### src/rtl/operand_fetch.sv
// Issue stage between decode and execute: scoreboard hazard stall, register file
// read requests on two channels, same-cycle writeback forwarding, valid/ready to execute.
module operand_fetch #(
    parameter int XLEN = 32,
    parameter int XCNT = 32,
    parameter int PW   = 32,
    localparam int AW  = $clog2(XCNT)
) (
    input  logic            CLK,
    input  logic            RSTN,
    input  logic            ID_VALID,
    output logic            ID_READY,
    input  logic [AW-1:0]   ID_RS1,
    input  logic [AW-1:0]   ID_RS2,
    input  logic [AW-1:0]   ID_RD,
    input  logic            ID_USE_RS1,
    input  logic            ID_USE_RS2,
    input  logic            ID_WRITES_RD,
    input  logic [PW-1:0]   ID_PAYLOAD,
    output logic [AW-1:0]   RCH1_IDX,
    output logic [AW-1:0]   RCH2_IDX,
    output logic            RCH1_REQ,
    output logic            RCH2_REQ,
    input  logic [XLEN-1:0] RCH1_VAL,
    input  logic [XLEN-1:0] RCH2_VAL,
    input  logic            WB_VALID,
    input  logic [AW-1:0]   WB_IDX,
    input  logic [XLEN-1:0] WB_VAL,
    output logic            EX_VALID,
    input  logic            EX_READY,
    output logic [XLEN-1:0] EX_OP1,
    output logic [XLEN-1:0] EX_OP2,
    output logic [AW-1:0]   EX_RD,
    output logic            EX_WRITES_RD,
    output logic [PW-1:0]   EX_PAYLOAD,
    output logic [XCNT-1:0] SB_BUSY
);

    localparam logic [1:0] S_IDLE  = 2'd0;
    localparam logic [1:0] S_STALL = 2'd1;
    localparam logic [1:0] S_READ  = 2'd2;
    localparam logic [1:0] S_HOLD  = 2'd3;

    localparam logic [XCNT-1:0] ONE_HOT0 = {{(XCNT-1){1'b0}}, 1'b1};

    logic [1:0]      state;
    logic [AW-1:0]   rs1_q, rs2_q, rd_q;
    logic            use_rs1_q, use_rs2_q, writes_rd_q;
    logic [PW-1:0]   payload_q;
    logic            fwd1_valid, fwd2_valid;
    logic [XLEN-1:0] fwd1_val, fwd2_val;
    logic [XCNT-1:0] busy;

    logic            src1_live, src2_live, dst_live;
    logic [XCNT-1:0] wb_mask, set_mask, busy_eff;
    logic            hazard, issue;

    assign src1_live = use_rs1_q && (rs1_q != '0);
    assign src2_live = use_rs2_q && (rs2_q != '0);
    assign dst_live  = writes_rd_q && (rd_q != '0);

    assign wb_mask  = WB_VALID ? (ONE_HOT0 << WB_IDX) : '0;
    assign set_mask = (state == S_READ && dst_live) ? (ONE_HOT0 << rd_q) : '0;

    // A register being written back this cycle no longer blocks issue.
    assign busy_eff = busy & ~wb_mask;

    assign hazard = (src1_live && busy_eff[rs1_q]) ||
                    (src2_live && busy_eff[rs2_q]) ||
                    (dst_live  && busy_eff[rd_q]);

    assign issue = (state == S_STALL) && !hazard;

    assign ID_READY = (state == S_IDLE);
    assign RCH1_IDX = rs1_q;
    assign RCH2_IDX = rs2_q;
    assign RCH1_REQ = RSTN && issue && src1_live;
    assign RCH2_REQ = RSTN && issue && src2_live;
    assign SB_BUSY  = busy;

    // Scoreboard: clears from writeback, set from READ; set wins on collision.
    always_ff @(posedge CLK) begin
        if (!RSTN) begin
            busy <= '0;
        end else begin
            busy <= ((busy & ~wb_mask) | set_mask) & ~ONE_HOT0;
        end
    end

    always_ff @(posedge CLK) begin
        if (!RSTN) begin
            state        <= S_IDLE;
            rs1_q        <= '0;
            rs2_q        <= '0;
            rd_q         <= '0;
            use_rs1_q    <= 1'b0;
            use_rs2_q    <= 1'b0;
            writes_rd_q  <= 1'b0;
            payload_q    <= '0;
            fwd1_valid   <= 1'b0;
            fwd2_valid   <= 1'b0;
            fwd1_val     <= '0;
            fwd2_val     <= '0;
            EX_VALID     <= 1'b0;
            EX_OP1       <= '0;
            EX_OP2       <= '0;
            EX_RD        <= '0;
            EX_WRITES_RD <= 1'b0;
            EX_PAYLOAD   <= '0;
        end else begin
            case (state)
                S_IDLE: begin
                    if (ID_VALID) begin
                        rs1_q       <= ID_RS1;
                        rs2_q       <= ID_RS2;
                        rd_q        <= ID_RD;
                        use_rs1_q   <= ID_USE_RS1;
                        use_rs2_q   <= ID_USE_RS2;
                        writes_rd_q <= ID_WRITES_RD;
                        payload_q   <= ID_PAYLOAD;
                        fwd1_valid  <= 1'b0;
                        fwd2_valid  <= 1'b0;
                        state       <= S_STALL;
                    end
                end
                S_STALL: begin
                    // The read returns pre-write contents, so a writeback in the
                    // issue cycle must be captured here instead.
                    if (issue) begin
                        if (src1_live && WB_VALID && WB_IDX == rs1_q) begin
                            fwd1_valid <= 1'b1;
                            fwd1_val   <= WB_VAL;
                        end
                        if (src2_live && WB_VALID && WB_IDX == rs2_q) begin
                            fwd2_valid <= 1'b1;
                            fwd2_val   <= WB_VAL;
                        end
                        state <= S_READ;
                    end
                end
                S_READ: begin
                    EX_OP1       <= !src1_live ? '0 : (fwd1_valid ? fwd1_val : RCH1_VAL);
                    EX_OP2       <= !src2_live ? '0 : (fwd2_valid ? fwd2_val : RCH2_VAL);
                    EX_RD        <= rd_q;
                    EX_WRITES_RD <= writes_rd_q;
                    EX_PAYLOAD   <= payload_q;
                    EX_VALID     <= 1'b1;
                    state        <= S_HOLD;
                end
                default: begin
                    if (EX_READY) begin
                        EX_VALID <= 1'b0;
                        state    <= S_IDLE;
                    end
                end
            endcase
        end
    end

endmodule

### config.mk
export PLATFORM = sky130hd
export DESIGN_NAME = operand_fetch
export DESIGN_NICKNAME = d
export VERILOG_FILES = /design/src/rtl/operand_fetch.sv
export SDC_FILE = /design/constraint.sdc
export NUM_CORES = 1
export LEC_CHECK = 0
export ABC_AREA = 1
export ABC_CLOCK_PERIOD_IN_PS = 6410
export CAP_MARGIN = 25
export CORE_MARGIN = 5
export CORE_UTILIZATION = 52
export DETAILED_ROUTE_END_ITERATION = 7
export GPL_ROUTABILITY_DRIVEN = 0
export GPL_TIMING_DRIVEN = 0
export HOLD_SLACK_MARGIN = 0.05
export MAX_ROUTING_LAYER = met4
export PLACE_DENSITY_LB_ADDON = 0.12
export SYNTH_ARGS = -nofsm -noshare
export SYNTH_HDL_FRONTEND = slang
export SYNTH_SLANG_ARGS = --single-unit
### constraint.sdc
create_clock -name CLK -period 6.41 [get_ports CLK]
set_clock_uncertainty 0.1 [all_clocks]
set_input_delay 0.641 -clock CLK [delete_from_list [all_inputs] [get_ports CLK]]
set_output_delay 0.641 -clock CLK [all_outputs]
set_load 0.02 [all_outputs]
==> run metrics <==
clk sink count=252; vias in the first global route=12,000; area of the multi-input gates=0.00547 mm2; wire per inst=19.3 um; layout overhead on the synthesized area=37.8%; Post-DP HPWL=31,200 um; Hold Crit Start=EX_WRITES_RD; Slowest-stage cell, CP=clkdlybuf4s50_1; die height=157 um; RSZ-0062 raised after global routing=no; row count=53; synthesized cell area=0.0112 mm2; Pwr Density=411 mW/mm2; type of the worst setup path=in2out; PortBufs=298; Worst-Margin Slew=781 ps; top cell type's share of synthesized area=45.1%; Fin Setup TNS=0 ps; Worst Hold Class=reg2reg; Final min period=4500 ps; Slew headroom=47.9%; WHS Endpoint=EX_WRITES_RD; final WL=41,500 um; commonest non-fill, non-tap cell in the layout=clkdlybuf4s50_1; Die Width=157 um; ranking of synthesized cells by area=dfxtp_1, nor2_1, o21ai_0, nand3_1, a21oi_1; Critical Path Source Type=primary input; Crit Path Max Fanout=10; Reg area=0.00504 mm2; Mean Syn Cell Area=7.30 um2; final cycle utilization of the critical path=70.1%; Final Slew Violations=0; final setup vio count=0; Detailed Routing Iterations Pass 1=8; outcome=finished clean; FF-to-FF path depth=16; PostCTS Resize Cnt=0; Remaining Overflow, GRT=0; WP data required=5670 ps; #FFs+latches synth=252; Bufs and invs on worst path=4; critical-path cell list=clkdlybuf4s50_1 -> nor2_4 -> buf_4 -> nand4_1 -> nand2_1 -> a21oi_1 -> nand4_1 -> nand2_1 -> nand2_1 -> nand3_1 -> nand3_1 -> nand3_4 -> inv_1 -> nand3_1 -> nor2_1 -> clkdlybuf4s50_1; first-pass GRT wire length=63,700 um; fill cell count=1,750; # Post-CTS Setup Buffers=0; Reg2Reg Launch Point=RCH2_IDX[0]; Starting DRT DRC Count=1,409; CP max stage delay=650 ps; hold violation count in the final report=0; initial core utilization=53.1%; overall routing resource usage=33.1%; H-tree depth=1; total chip power=6.33 mW; delay-heaviest family, CP=simple AND/OR/NAND/NOR gates; DRC viols=0; Routed Antenna Nets=0; synth unique cells=37; crit end category=output pin; initial antenna violation count=3; WHS Path Cells=2; worst skew pair latency=540 ps; Boundary Pins=304; biggest area consumer among synthesized cells=dfxtp_1; synth warn=0; NumNets Final=2,019; Reg clk slew, reported paths=60 ps; largest net degree at the start of global routing=15; most frequent cells in the layout=clkdlybuf4s50_1, nor2_1, dfxtp_1, o21ai_0, nand2_1; Core ar.=0.0211 mm2; Mapped Cells=1,533; Worst Hold Slack=371 ps; Peak supply drop=0.301 mV; leakage=5.82 nW; number of max-cap violations=0; Critical Path AT=3760 ps; fmax=0.222 GHz; Seq/Total Area, Yosys=45.1%; non-filler cells, final=2,156; DR vias/cell=5.83; reg-to-reg endpoint=fwd2_val[3]; DIE AREA=0.0246 mm2; Hold Buf Count CTS=0; Num CTS Buffers=26; CTS max path bufs=3; Syn Nets=1,693; CTS tree=yes; Placed Cells=2,106; r2r setup slk=3380 ps; Post-Route Utilization=73.1%; CTS root buffer=clkbuf_16; layout cells sized above 1=7.83%; vias=12,600
==> report_power, final <==
part	total [mW]	switching [mW]	internal, mW	leakage (nW)
combinational	2.65	1.62	1.02	3.34
clock	1.57	0.652	0.914	0.428
sequential	2.12	0.208	1.91	2.05
==> logic make-up after synthesis <==
logic type,count (synthesis),share of synthesized area [%]
xor gates and xnor gates,7,0.548
and+or+nand+nor,696,27.8
other,1,0.0335
adders and majority gates,4,0.447
AOI/OAI and AO/OA,414,20.1
DFF,252,45.1
buffers and inverters,159,6.00
==> flip-flops by register name, summed over array words and instances (netlist names), 2 cells and up <==
name,flops
EX_RD,5
EX_OP1,32
fwd2_val,32
fwd1_val,32
payload_q,32
EX_OP2,32
rd_q,5
EX_PAYLOAD,32
state,2
RCH1_IDX,5
RCH2_IDX,5
SB_BUSY,31
==> worst min-delay path, stage by stage (launching register included) <==
cell	delay, ps
dfxtp_1	310
nand2_1	60
a21oi_1	50
==> per-layer routing <==
metal	vias up	GRT usage, %	part of all wire (%)
li1	5862	-	-
met1	5765	42.8	40
met2	825	50.9	44
met3	118	8.38	12
met4	0	10.7	3.4
met5	-	-	0
==> how the worst max path moves through the flow <==
stage	start	end	slack, ps	cells past startpoint
3_3_place_gp	WB_IDX[2]	RCH1_REQ	2060	17
6_report	WB_IDX[4]	RCH1_REQ	1910	16
3_5_place_dp	WB_IDX[4]	RCH1_REQ	2050	16
5_1_grt	WB_VALID	RCH1_REQ	1800	17
4_1_cts	WB_IDX[4]	RCH1_REQ	2020	16
2_1_floorplan	WB_IDX[3]	RCH1_REQ	3400	16
==> per-stage QoR <==
step	worst slack [ps]	area (um2)
final	1910	15400
after global routing	1800	15400
after CTS	2020	15400
after detailed placement	2050	14500
after global placement	2060	14500
after floorplan	3400	11200
==> layout make-up <==
| type | instances | share of cell area (%) |
|---|---|---|
| Multi-Input combinational cell | 1122 | 35.5 |
| Sequential cell | 252 | 32.7 |
| Timing Repair Buffer | 298 | 19.3 |
| Clock buffer | 31 | 4.60 |
| Buffer | 117 | 3.34 |
| Tap cell | 275 | 2.23 |
| Clock inverter | 16 | 1.18 |
| Inverter | 42 | 1.02 |
| Antenna cell | 3 | 0.0487 |
==> synth_stat cells <==
cell type  number
nand4_1         7
buf_2          12
and3_1          1
buf_4           8
nand2_1       150
or2_2          65
conb_1          1
nand3b_1        2
buf_1           7
inv_2           2
nand3_2         1
a21oi_1       127
xor2_1          5
o21ai_0       195
buf_6           4
a211oi_1        2
clkbuf_1       86
nand4_2         2
nor4_1          2
nor2_1        277
clkinv_1        7
or3_1           1
nand3_1       144
nand3_4         1
a2111oi_0       1
o211ai_1       64
a31o_2          1
ha_1            4
inv_1          33
xnor2_1         2
and2_1          1
dfxtp_1       252
nor2_2          1
o21ai_1        22
nor2_4          4
nor3_1         37
a21boi_0        2
Note: power is estimated with default switching activity, not from simulation.
